==> src/rtl/qpu_dtcm_icb_arbiter_if.sv <==
// rtl/qpu_dtcm_icb_arbiter_if.sv - ICB command/response link between one master and one slave
interface qpu_dtcm_icb_arbiter_if #(
    parameter int AW = 16,
    parameter int DW = 32,
    parameter int MW = 4
);
    logic          icb_cmd_valid;
    logic          icb_cmd_ready;
    logic [AW-1:0] icb_cmd_addr;
    logic          icb_cmd_read;
    logic [DW-1:0] icb_cmd_wdata;
    logic [MW-1:0] icb_cmd_wmask;
    logic          icb_rsp_valid;
    logic          icb_rsp_ready;
    logic [DW-1:0] icb_rsp_rdata;

    modport master (
        output icb_cmd_valid, icb_cmd_addr, icb_cmd_read, icb_cmd_wdata, icb_cmd_wmask, icb_rsp_ready,
        input  icb_cmd_ready, icb_rsp_valid, icb_rsp_rdata
    );

    modport slave (
        input  icb_cmd_valid, icb_cmd_addr, icb_cmd_read, icb_cmd_wdata, icb_cmd_wmask, icb_rsp_ready,
        output icb_cmd_ready, icb_rsp_valid, icb_rsp_rdata
    );
endinterface

==> src/rtl/qpu_dtcm_icb_arbiter.sv <==
// rtl/qpu_dtcm_icb_arbiter.sv - two-port round-robin ICB arbiter in front of the DTCM controller
module qpu_dtcm_icb_arbiter #(
    parameter int AW = 16,
    parameter int DW = 32,
    parameter int MW = 4
) (
    input  logic                           clk,
    input  logic                           rst,
    qpu_dtcm_icb_arbiter_if.slave          p0_icb,
    qpu_dtcm_icb_arbiter_if.slave          p1_icb,
    qpu_dtcm_icb_arbiter_if.master         o_icb,
    output logic                           arb_active,
    output logic                           arb_err
);

    typedef enum logic [0:0] {
        ST_IDLE     = 1'b0,
        ST_WAIT_RSP = 1'b1
    } state_t;

    state_t        r_state;
    state_t        w_state_nxt;
    logic          r_last_gnt;
    logic          r_lock;
    logic          r_lock_sel;
    logic          r_owner;
    logic          r_err;

    logic          w_sel;
    logic          w_sel_valid;
    logic          w_owner_rsp_ready;
    logic          w_cmd_hs;
    logic          w_rsp_hs;
    logic [AW-1:0] w_cmd_addr;
    logic          w_cmd_read;
    logic [DW-1:0] w_cmd_wdata;
    logic [MW-1:0] w_cmd_wmask;

    // Port selection: a stalled command keeps its port, otherwise a lone requester wins and ties go away from the last grant
    always_comb begin
        w_sel = ~r_last_gnt;
        if (r_lock) begin
            w_sel = r_lock_sel;
        end else if (p0_icb.icb_cmd_valid ^ p1_icb.icb_cmd_valid) begin
            w_sel = p1_icb.icb_cmd_valid;
        end
    end

    assign w_sel_valid       = w_sel ? p1_icb.icb_cmd_valid : p0_icb.icb_cmd_valid;
    assign w_cmd_addr        = w_sel ? p1_icb.icb_cmd_addr  : p0_icb.icb_cmd_addr;
    assign w_cmd_read        = w_sel ? p1_icb.icb_cmd_read  : p0_icb.icb_cmd_read;
    assign w_cmd_wdata       = w_sel ? p1_icb.icb_cmd_wdata : p0_icb.icb_cmd_wdata;
    assign w_cmd_wmask       = w_sel ? p1_icb.icb_cmd_wmask : p0_icb.icb_cmd_wmask;
    assign w_owner_rsp_ready = r_owner ? p1_icb.icb_rsp_ready : p0_icb.icb_rsp_ready;

    assign w_cmd_hs = (r_state == ST_IDLE) & w_sel_valid & o_icb.icb_cmd_ready;
    assign w_rsp_hs = (r_state == ST_WAIT_RSP) & o_icb.icb_rsp_valid & w_owner_rsp_ready;

    assign o_icb.icb_cmd_addr  = w_cmd_addr;
    assign o_icb.icb_cmd_read  = w_cmd_read;
    assign o_icb.icb_cmd_wdata = w_cmd_wdata;
    assign o_icb.icb_cmd_wmask = w_cmd_wmask;

    // Read data is not steered; only rsp_valid tells a port the data is its own
    assign p0_icb.icb_rsp_rdata = o_icb.icb_rsp_rdata;
    assign p1_icb.icb_rsp_rdata = o_icb.icb_rsp_rdata;

    assign arb_active = p0_icb.icb_cmd_valid | p1_icb.icb_cmd_valid | (r_state != ST_IDLE);
    assign arb_err    = r_err;

    // State register
    always_ff @(posedge clk) begin
        if (rst) begin
            r_state <= ST_IDLE;
        end else begin
            r_state <= w_state_nxt;
        end
    end

    // Next state and handshake routing; every valid/ready output is held low while reset is asserted
    always_comb begin
        w_state_nxt          = r_state;
        o_icb.icb_cmd_valid  = 1'b0;
        o_icb.icb_rsp_ready  = 1'b0;
        p0_icb.icb_cmd_ready = 1'b0;
        p1_icb.icb_cmd_ready = 1'b0;
        p0_icb.icb_rsp_valid = 1'b0;
        p1_icb.icb_rsp_valid = 1'b0;
        case (r_state)
            ST_IDLE: begin
                o_icb.icb_cmd_valid  = w_sel_valid;
                p0_icb.icb_cmd_ready = ~w_sel & p0_icb.icb_cmd_valid & o_icb.icb_cmd_ready;
                p1_icb.icb_cmd_ready =  w_sel & p1_icb.icb_cmd_valid & o_icb.icb_cmd_ready;
                // A response with nothing outstanding is drained and dropped
                o_icb.icb_rsp_ready  = o_icb.icb_rsp_valid;
                if (w_cmd_hs) begin
                    w_state_nxt = ST_WAIT_RSP;
                end
            end
            ST_WAIT_RSP: begin
                p0_icb.icb_rsp_valid = ~r_owner & o_icb.icb_rsp_valid;
                p1_icb.icb_rsp_valid =  r_owner & o_icb.icb_rsp_valid;
                o_icb.icb_rsp_ready  = w_owner_rsp_ready;
                if (w_rsp_hs) begin
                    w_state_nxt = ST_IDLE;
                end
            end
            default: begin
                w_state_nxt = ST_IDLE;
            end
        endcase
        if (rst) begin
            o_icb.icb_cmd_valid  = 1'b0;
            o_icb.icb_rsp_ready  = 1'b0;
            p0_icb.icb_cmd_ready = 1'b0;
            p1_icb.icb_cmd_ready = 1'b0;
            p0_icb.icb_rsp_valid = 1'b0;
            p1_icb.icb_rsp_valid = 1'b0;
        end
    end

    // Grant bookkeeping: owner and round-robin pointer on accept, stall lock, sticky stray-response flag
    always_ff @(posedge clk) begin
        if (rst) begin
            r_owner    <= 1'b0;
            r_last_gnt <= 1'b1;
            r_lock     <= 1'b0;
            r_lock_sel <= 1'b0;
            r_err      <= 1'b0;
        end else begin
            if (w_cmd_hs) begin
                r_owner    <= w_sel;
                r_last_gnt <= w_sel;
                r_lock     <= 1'b0;
            end else if ((r_state == ST_IDLE) && w_sel_valid) begin
                r_lock     <= 1'b1;
                r_lock_sel <= w_sel;
            end else begin
                r_lock     <= 1'b0;
            end
            if ((r_state == ST_IDLE) && o_icb.icb_rsp_valid) begin
                r_err <= 1'b1;
            end
        end
    end

endmodule

==> src/flat_wrapper.sv <==
// flat-port wrapper written by rule: the top's interface ports become plain ports
module qpu_dtcm_icb_arbiter_flat 
#(
    parameter int AW = 16,
    parameter int DW = 32,
    parameter int MW = 4
)
  (clk, rst, arb_active, arb_err, p0_icb_icb_cmd_valid, p0_icb_icb_cmd_addr, p0_icb_icb_cmd_read, p0_icb_icb_cmd_wdata, p0_icb_icb_cmd_wmask, p0_icb_icb_rsp_ready, p0_icb_icb_cmd_ready, p0_icb_icb_rsp_valid, p0_icb_icb_rsp_rdata, p1_icb_icb_cmd_valid, p1_icb_icb_cmd_addr, p1_icb_icb_cmd_read, p1_icb_icb_cmd_wdata, p1_icb_icb_cmd_wmask, p1_icb_icb_rsp_ready, p1_icb_icb_cmd_ready, p1_icb_icb_rsp_valid, p1_icb_icb_rsp_rdata, o_icb_icb_cmd_valid, o_icb_icb_cmd_addr, o_icb_icb_cmd_read, o_icb_icb_cmd_wdata, o_icb_icb_cmd_wmask, o_icb_icb_rsp_ready, o_icb_icb_cmd_ready, o_icb_icb_rsp_valid, o_icb_icb_rsp_rdata);
  qpu_dtcm_icb_arbiter_if #(.AW(AW), .DW(DW), .MW(MW)) p0_icb_i ();
  qpu_dtcm_icb_arbiter_if #(.AW(AW), .DW(DW), .MW(MW)) p1_icb_i ();
  qpu_dtcm_icb_arbiter_if #(.AW(AW), .DW(DW), .MW(MW)) o_icb_i ();
  input  logic clk;
  input  logic rst;
  output logic arb_active;
  output logic arb_err;
  input wire logic [$bits(p0_icb_i.icb_cmd_valid)-1:0] p0_icb_icb_cmd_valid;
  input wire logic [$bits(p0_icb_i.icb_cmd_addr)-1:0] p0_icb_icb_cmd_addr;
  input wire logic [$bits(p0_icb_i.icb_cmd_read)-1:0] p0_icb_icb_cmd_read;
  input wire logic [$bits(p0_icb_i.icb_cmd_wdata)-1:0] p0_icb_icb_cmd_wdata;
  input wire logic [$bits(p0_icb_i.icb_cmd_wmask)-1:0] p0_icb_icb_cmd_wmask;
  input wire logic [$bits(p0_icb_i.icb_rsp_ready)-1:0] p0_icb_icb_rsp_ready;
  output wire logic [$bits(p0_icb_i.icb_cmd_ready)-1:0] p0_icb_icb_cmd_ready;
  output wire logic [$bits(p0_icb_i.icb_rsp_valid)-1:0] p0_icb_icb_rsp_valid;
  output wire logic [$bits(p0_icb_i.icb_rsp_rdata)-1:0] p0_icb_icb_rsp_rdata;
  input wire logic [$bits(p1_icb_i.icb_cmd_valid)-1:0] p1_icb_icb_cmd_valid;
  input wire logic [$bits(p1_icb_i.icb_cmd_addr)-1:0] p1_icb_icb_cmd_addr;
  input wire logic [$bits(p1_icb_i.icb_cmd_read)-1:0] p1_icb_icb_cmd_read;
  input wire logic [$bits(p1_icb_i.icb_cmd_wdata)-1:0] p1_icb_icb_cmd_wdata;
  input wire logic [$bits(p1_icb_i.icb_cmd_wmask)-1:0] p1_icb_icb_cmd_wmask;
  input wire logic [$bits(p1_icb_i.icb_rsp_ready)-1:0] p1_icb_icb_rsp_ready;
  output wire logic [$bits(p1_icb_i.icb_cmd_ready)-1:0] p1_icb_icb_cmd_ready;
  output wire logic [$bits(p1_icb_i.icb_rsp_valid)-1:0] p1_icb_icb_rsp_valid;
  output wire logic [$bits(p1_icb_i.icb_rsp_rdata)-1:0] p1_icb_icb_rsp_rdata;
  output wire logic [$bits(o_icb_i.icb_cmd_valid)-1:0] o_icb_icb_cmd_valid;
  output wire logic [$bits(o_icb_i.icb_cmd_addr)-1:0] o_icb_icb_cmd_addr;
  output wire logic [$bits(o_icb_i.icb_cmd_read)-1:0] o_icb_icb_cmd_read;
  output wire logic [$bits(o_icb_i.icb_cmd_wdata)-1:0] o_icb_icb_cmd_wdata;
  output wire logic [$bits(o_icb_i.icb_cmd_wmask)-1:0] o_icb_icb_cmd_wmask;
  output wire logic [$bits(o_icb_i.icb_rsp_ready)-1:0] o_icb_icb_rsp_ready;
  input wire logic [$bits(o_icb_i.icb_cmd_ready)-1:0] o_icb_icb_cmd_ready;
  input wire logic [$bits(o_icb_i.icb_rsp_valid)-1:0] o_icb_icb_rsp_valid;
  input wire logic [$bits(o_icb_i.icb_rsp_rdata)-1:0] o_icb_icb_rsp_rdata;
  assign p0_icb_i.icb_cmd_valid = p0_icb_icb_cmd_valid;
  assign p0_icb_i.icb_cmd_addr = p0_icb_icb_cmd_addr;
  assign p0_icb_i.icb_cmd_read = p0_icb_icb_cmd_read;
  assign p0_icb_i.icb_cmd_wdata = p0_icb_icb_cmd_wdata;
  assign p0_icb_i.icb_cmd_wmask = p0_icb_icb_cmd_wmask;
  assign p0_icb_i.icb_rsp_ready = p0_icb_icb_rsp_ready;
  assign p0_icb_icb_cmd_ready = p0_icb_i.icb_cmd_ready;
  assign p0_icb_icb_rsp_valid = p0_icb_i.icb_rsp_valid;
  assign p0_icb_icb_rsp_rdata = p0_icb_i.icb_rsp_rdata;
  assign p1_icb_i.icb_cmd_valid = p1_icb_icb_cmd_valid;
  assign p1_icb_i.icb_cmd_addr = p1_icb_icb_cmd_addr;
  assign p1_icb_i.icb_cmd_read = p1_icb_icb_cmd_read;
  assign p1_icb_i.icb_cmd_wdata = p1_icb_icb_cmd_wdata;
  assign p1_icb_i.icb_cmd_wmask = p1_icb_icb_cmd_wmask;
  assign p1_icb_i.icb_rsp_ready = p1_icb_icb_rsp_ready;
  assign p1_icb_icb_cmd_ready = p1_icb_i.icb_cmd_ready;
  assign p1_icb_icb_rsp_valid = p1_icb_i.icb_rsp_valid;
  assign p1_icb_icb_rsp_rdata = p1_icb_i.icb_rsp_rdata;
  assign o_icb_icb_cmd_valid = o_icb_i.icb_cmd_valid;
  assign o_icb_icb_cmd_addr = o_icb_i.icb_cmd_addr;
  assign o_icb_icb_cmd_read = o_icb_i.icb_cmd_read;
  assign o_icb_icb_cmd_wdata = o_icb_i.icb_cmd_wdata;
  assign o_icb_icb_cmd_wmask = o_icb_i.icb_cmd_wmask;
  assign o_icb_icb_rsp_ready = o_icb_i.icb_rsp_ready;
  assign o_icb_i.icb_cmd_ready = o_icb_icb_cmd_ready;
  assign o_icb_i.icb_rsp_valid = o_icb_icb_rsp_valid;
  assign o_icb_i.icb_rsp_rdata = o_icb_icb_rsp_rdata;
  qpu_dtcm_icb_arbiter #(.AW(AW), .DW(DW), .MW(MW)) u_core (.clk(clk), .rst(rst), .p0_icb(p0_icb_i), .p1_icb(p1_icb_i), .o_icb(o_icb_i), .arb_active(arb_active), .arb_err(arb_err));
endmodule
==> config.mk <==
export PLATFORM = sky130hd
export DESIGN_NAME = qpu_dtcm_icb_arbiter_flat
export DESIGN_NICKNAME = d
export VERILOG_FILES = /design/src/rtl/qpu_dtcm_icb_arbiter_if.sv /design/src/rtl/qpu_dtcm_icb_arbiter.sv /design/src/flat_wrapper.sv
export SDC_FILE = /design/constraint.sdc
export NUM_CORES = 1
export LEC_CHECK = 0
export BUFFER_PORTS_ARGS = -buffer_cell sky130_fd_sc_hd__buf_4
export CORE_AREA = 2 2 104 106
export DETAILED_ROUTE_END_ITERATION = 12
export DIE_AREA = 0 0 106 108
export MAX_ROUTING_LAYER = met4
export PLACE_DENSITY_LB_ADDON = 0.3
export SLEW_MARGIN = 20
export SYNTH_ARGS = -nofsm -noshare
export SYNTH_HDL_FRONTEND = slang
export SYNTH_SLANG_ARGS = --single-unit
==> constraint.sdc <==
create_clock -name clk -period 2.7 [get_ports clk]
set_input_delay 0.54 -clock clk [delete_from_list [all_inputs] [get_ports clk]]
set_output_delay 0.54 -clock clk [all_outputs]
set_load 0.005 [all_outputs]
==> flow_results.org <==
** Logic synthesis
- Area share of xor/xnor cells in the synthesized design :: 0%
- Synthesis produced a netlist with a net count of 320.
- Library cells used by synthesis :: 30
- Count of state elements after synthesis :: 6
- Summing the areas of all compound-gate instances in the mapped netlist gives 6.16% of the synthesized area.
- Synthesized cell area :: 0.00152 mm^2
- Dominant combinational cell family by area after synthesis :: multiplexers
- Yosys printed 0 warnings.
- Basic-gate share of the synthesized area counting and, or, nand and nor cells :: 8.05%
- Syn_area_per_cell :: 8.80 um^2
- Post-synthesis share of cell area spent on full adders, half adders and majority gates :: 0.822%
- Synthesized instance count :: 173
- Share of synthesized area spent on multiplexers :: 40.6%
- The share of the Yosys chip area taken by registers is 7.89%.

** STA
- Setup violations remaining at the end of the flow were counted as 0.
- Setup repair after global routing missed its margin :: yes
- Clock period minus final worst setup slack :: 2.66 ns
- The number of endpoints with negative hold slack in the final report was 0.
- Maximum clock frequency :: 376 MHz
- Of the available clock period, the critical path in the final layout requires 98.5%.
- For the final database, setup skew stands at 0.00110 ns.
- Setup slack on the critical path of the routed design comes to 0.0393 ns.
- Measured slew at the worst slew-check pin :: 0.330 ns
- Measured against its own limit, the worst slew margin works out to 78.0%.
- The number of pins with negative max-slew slack in the final report came to 0.

** Place
- The wire-length estimate of the detail-placed layout is 4.38 mm.
- Port buffer count :: 174
- Post-placement setup slack :: -0.0847 ns
- In this run the cell area measured after placement is 0.00253 mm^2.
- At the end of routability-driven placement, the weighted congestion stood at 0.735.

** Power
- Overall power consumption after layout is estimated at 1.01 mW.
- Pleak :: 1.52 nW
- Across the VDD grid, the largest voltage drop is 0.0928 mV.
- For this design the ratio of total power to cell area is 344 mW/mm^2.

** Flow run
- Across the run, the number of max-cap violations was 0.

** Floorplanning
- The die is 106 um wide.
- Placeable Area :: 0.0102 mm^2
- In this run the core area contains 37 standard-cell rows.
- 271 I/O pins were placed.
- The floorplan step set the die height to 108 um.
- The floorplan step defined a die boundary enclosing 0.0114 mm^2.
- Starting density of the core :: 14.9%

** Worst setup path
- Critical Path Sink Type :: output port
- Data required time at the worst endpoint :: 2.16 ns
- STA puts the critical path data arrival time at 2.12 ns.
- Largest fanout of any net on the critical path :: 6
- Setup CP Type :: primary input to output port
- The worst setup path is launched from a primary input.

** Layout
- The library cell used most frequently in the layout, excluding fill and tap cells, is buf_4.
- From synthesis to final layout, the design area changed by 92.1%.
- The top cell types in the final layout, fill and taps aside, are 167 x buf_4, 29 x mux2_4, 25 x mux2_2.
- Fraction of layout instances using a drive strength above 1 :: 86.1%
- Antenna diodes :: 0
- Final instance area :: 0.00293 mm^2
- NumNets Final :: 443

** Drt
- In the routed layout, each cell is associated on average with a via count of 3.88.
- Iteration-0 DRC count of the detailed router :: 58
- Dividing the detail-routed wire length by the instance count gives 14.2 um.
- Routed wire length :: 6.09 mm
- The count of nets left with antenna violations once routing finished came out at 0.
- For this run, design rule violations remaining after detail routing come to 0.
- Total number of vias :: 1669
- Router iterations before antenna repair :: 4

** Clocking
- Number of buffers inserted for hold repair after clock tree synthesis :: 0
- At the later pin of the worst-skew pair, clock insertion delay measures 0.22 ns.
- Deepest level of the CTS H-tree :: 1
- Clock tree buffer depth :: 2
- Clock-pin slew was measured on the worst setup and hold paths at 0.04 ns.
- TritonCTS built the clock tree.
- Root buffer cell :: clkbuf_8
- Number of sinks handled by clock tree synthesis :: 6
- In this run, CTS created clock tree buffers numbering 3.

** Global route
- After global routing the overflow that remains totals 0.
- The via count of the first global-routing pass was 1694.
- The number of antenna violations at the first check in global routing was 0.
- Global routing consumed, over all layers together, 9.26% of the routing resources.
- First-pass GRT wire length :: 8.11 mm
- Pin count of the biggest net entering global routing :: 18

** Run status
- The flow ran to the end, and the final reports show no timing, DRC or antenna violations.

** Min path
- The worst hold path belongs to the class flip-flop to flip-flop.
## worst paths after layout
| kind | startpoint | to | slack [ns] | cells after the start |
|---|---|---|---|---|
| hold / removal | u_core.arb_err$_SDFFE_PP0P_ | u_core.arb_err$_SDFFE_PP0P_ | 0.48 | 2 |
| hold reg to reg | u_core.arb_err$_SDFFE_PP0P_ | u_core.arb_err$_SDFFE_PP0P_ | 0.48 | 2 |
| setup reg to reg | u_core.r_last_gnt$_SDFFE_PP1P_ | u_core.r_lock_sel$_SDFFE_PP0P_ | 1.13 | 6 |
| setup / recovery | p0_icb_icb_cmd_valid | o_icb_icb_cmd_wdata[12] | 0.04 | 9 |
## cell families after synthesis
logic type | Yosys count
mux | 55
buf+inv | 76
simple gates | 23
compound gates | 12
flops | 6
fa+ha+maj | 1
## critical path: stages
cell     delay (ns)
buf_4          0.12
inv_4          0.06
ha_4           0.20
and2_4         0.14
o31ai_4        0.25
buf_6          0.20
buf_12         0.14
mux2_2         0.33
buf_4          0.13
## flip-flops by register name (all words and copies together), names as in the netlist
name               count
u_core.r_lock          1
u_core.r_last_gnt      1
u_core.r_state         1
u_core.r_lock_sel      1
u_core.r_owner         1
u_core.arb_err         1
## layout make-up
cell class	instances	area, um^2
Fill cell	1069	7310
Multi-Input combinational cell	91	977
Tap cell	136	170
Timing Repair Buffer	189	1590
Clock buffer	3	41.3
Sequential cell	6	120
Inverter	5	23.8
## cell usage after synthesis
cell,instances,area (um^2)
and4b_1,1,10.0
o211a_1,1,10.0
nor3_1,1,5.00
and2_1,1,6.26
and3_1,1,6.26
buf_1,1,3.75
nor2_1,7,26.3
nand2_1,3,11.3
o31ai_1,1,7.51
nor4b_1,1,8.76
or3_1,1,6.26
o21ai_0,1,5.00
a21oi_1,4,20.0
o31ai_4,1,21.3
mux2i_1,1,10.0
buf_6,3,33.8
nand3_1,1,5.00
a211o_1,1,8.76
clkbuf_1,1,3.75
or2_2,1,6.26
mux2_2,54,608
a21boi_0,1,7.51
nand2b_1,2,12.5
a211oi_1,1,7.51
inv_1,5,18.8
buf_4,66,495
ha_1,1,12.5
dfxtp_1,6,120
o22ai_1,1,6.26
nor4_1,3,18.8
## through the flow
step           instances  util (%)  hold WS, ns  TNS (ns)
6_report             430      28.6        0.476         0
4_1_cts              427      26.8        0.480    -0.375
3_3_place_gp         418      24.8        0.456     -1.73
2_1_floorplan        173         -        0.460         0
5_1_grt              430      28.6        0.498    -0.105
3_5_place_dp         418      24.8        0.470     -2.61
## power breakdown
part / switching, mW / internal, mW
Combinational: 0.244 / 0.520
Clock: 0.0391 / 0.0958
Sequential: 0.00967 / 0.0972
Total: 0.293 / 0.713
## per-layer routing
| layer | track usage [%] | share of wire [%] |
|---|---|---|
| met5 | - | 0 |
| met3 | 3.50 | 11 |
| met1 | 8.03 | 33 |
| met2 | 18.2 | 55 |
| met4 | 3.29 | 0.85 |
## repair_timing
item | in CTS | in global routing
cloned | 3 | 3
endpoints found under the setup margin | 53 | 54
pin swaps | 1 | 3
setup buffers | 3 | 1
gates resized for setup | 19 | 35
Note: power is estimated with default switching activity, not from simulation.
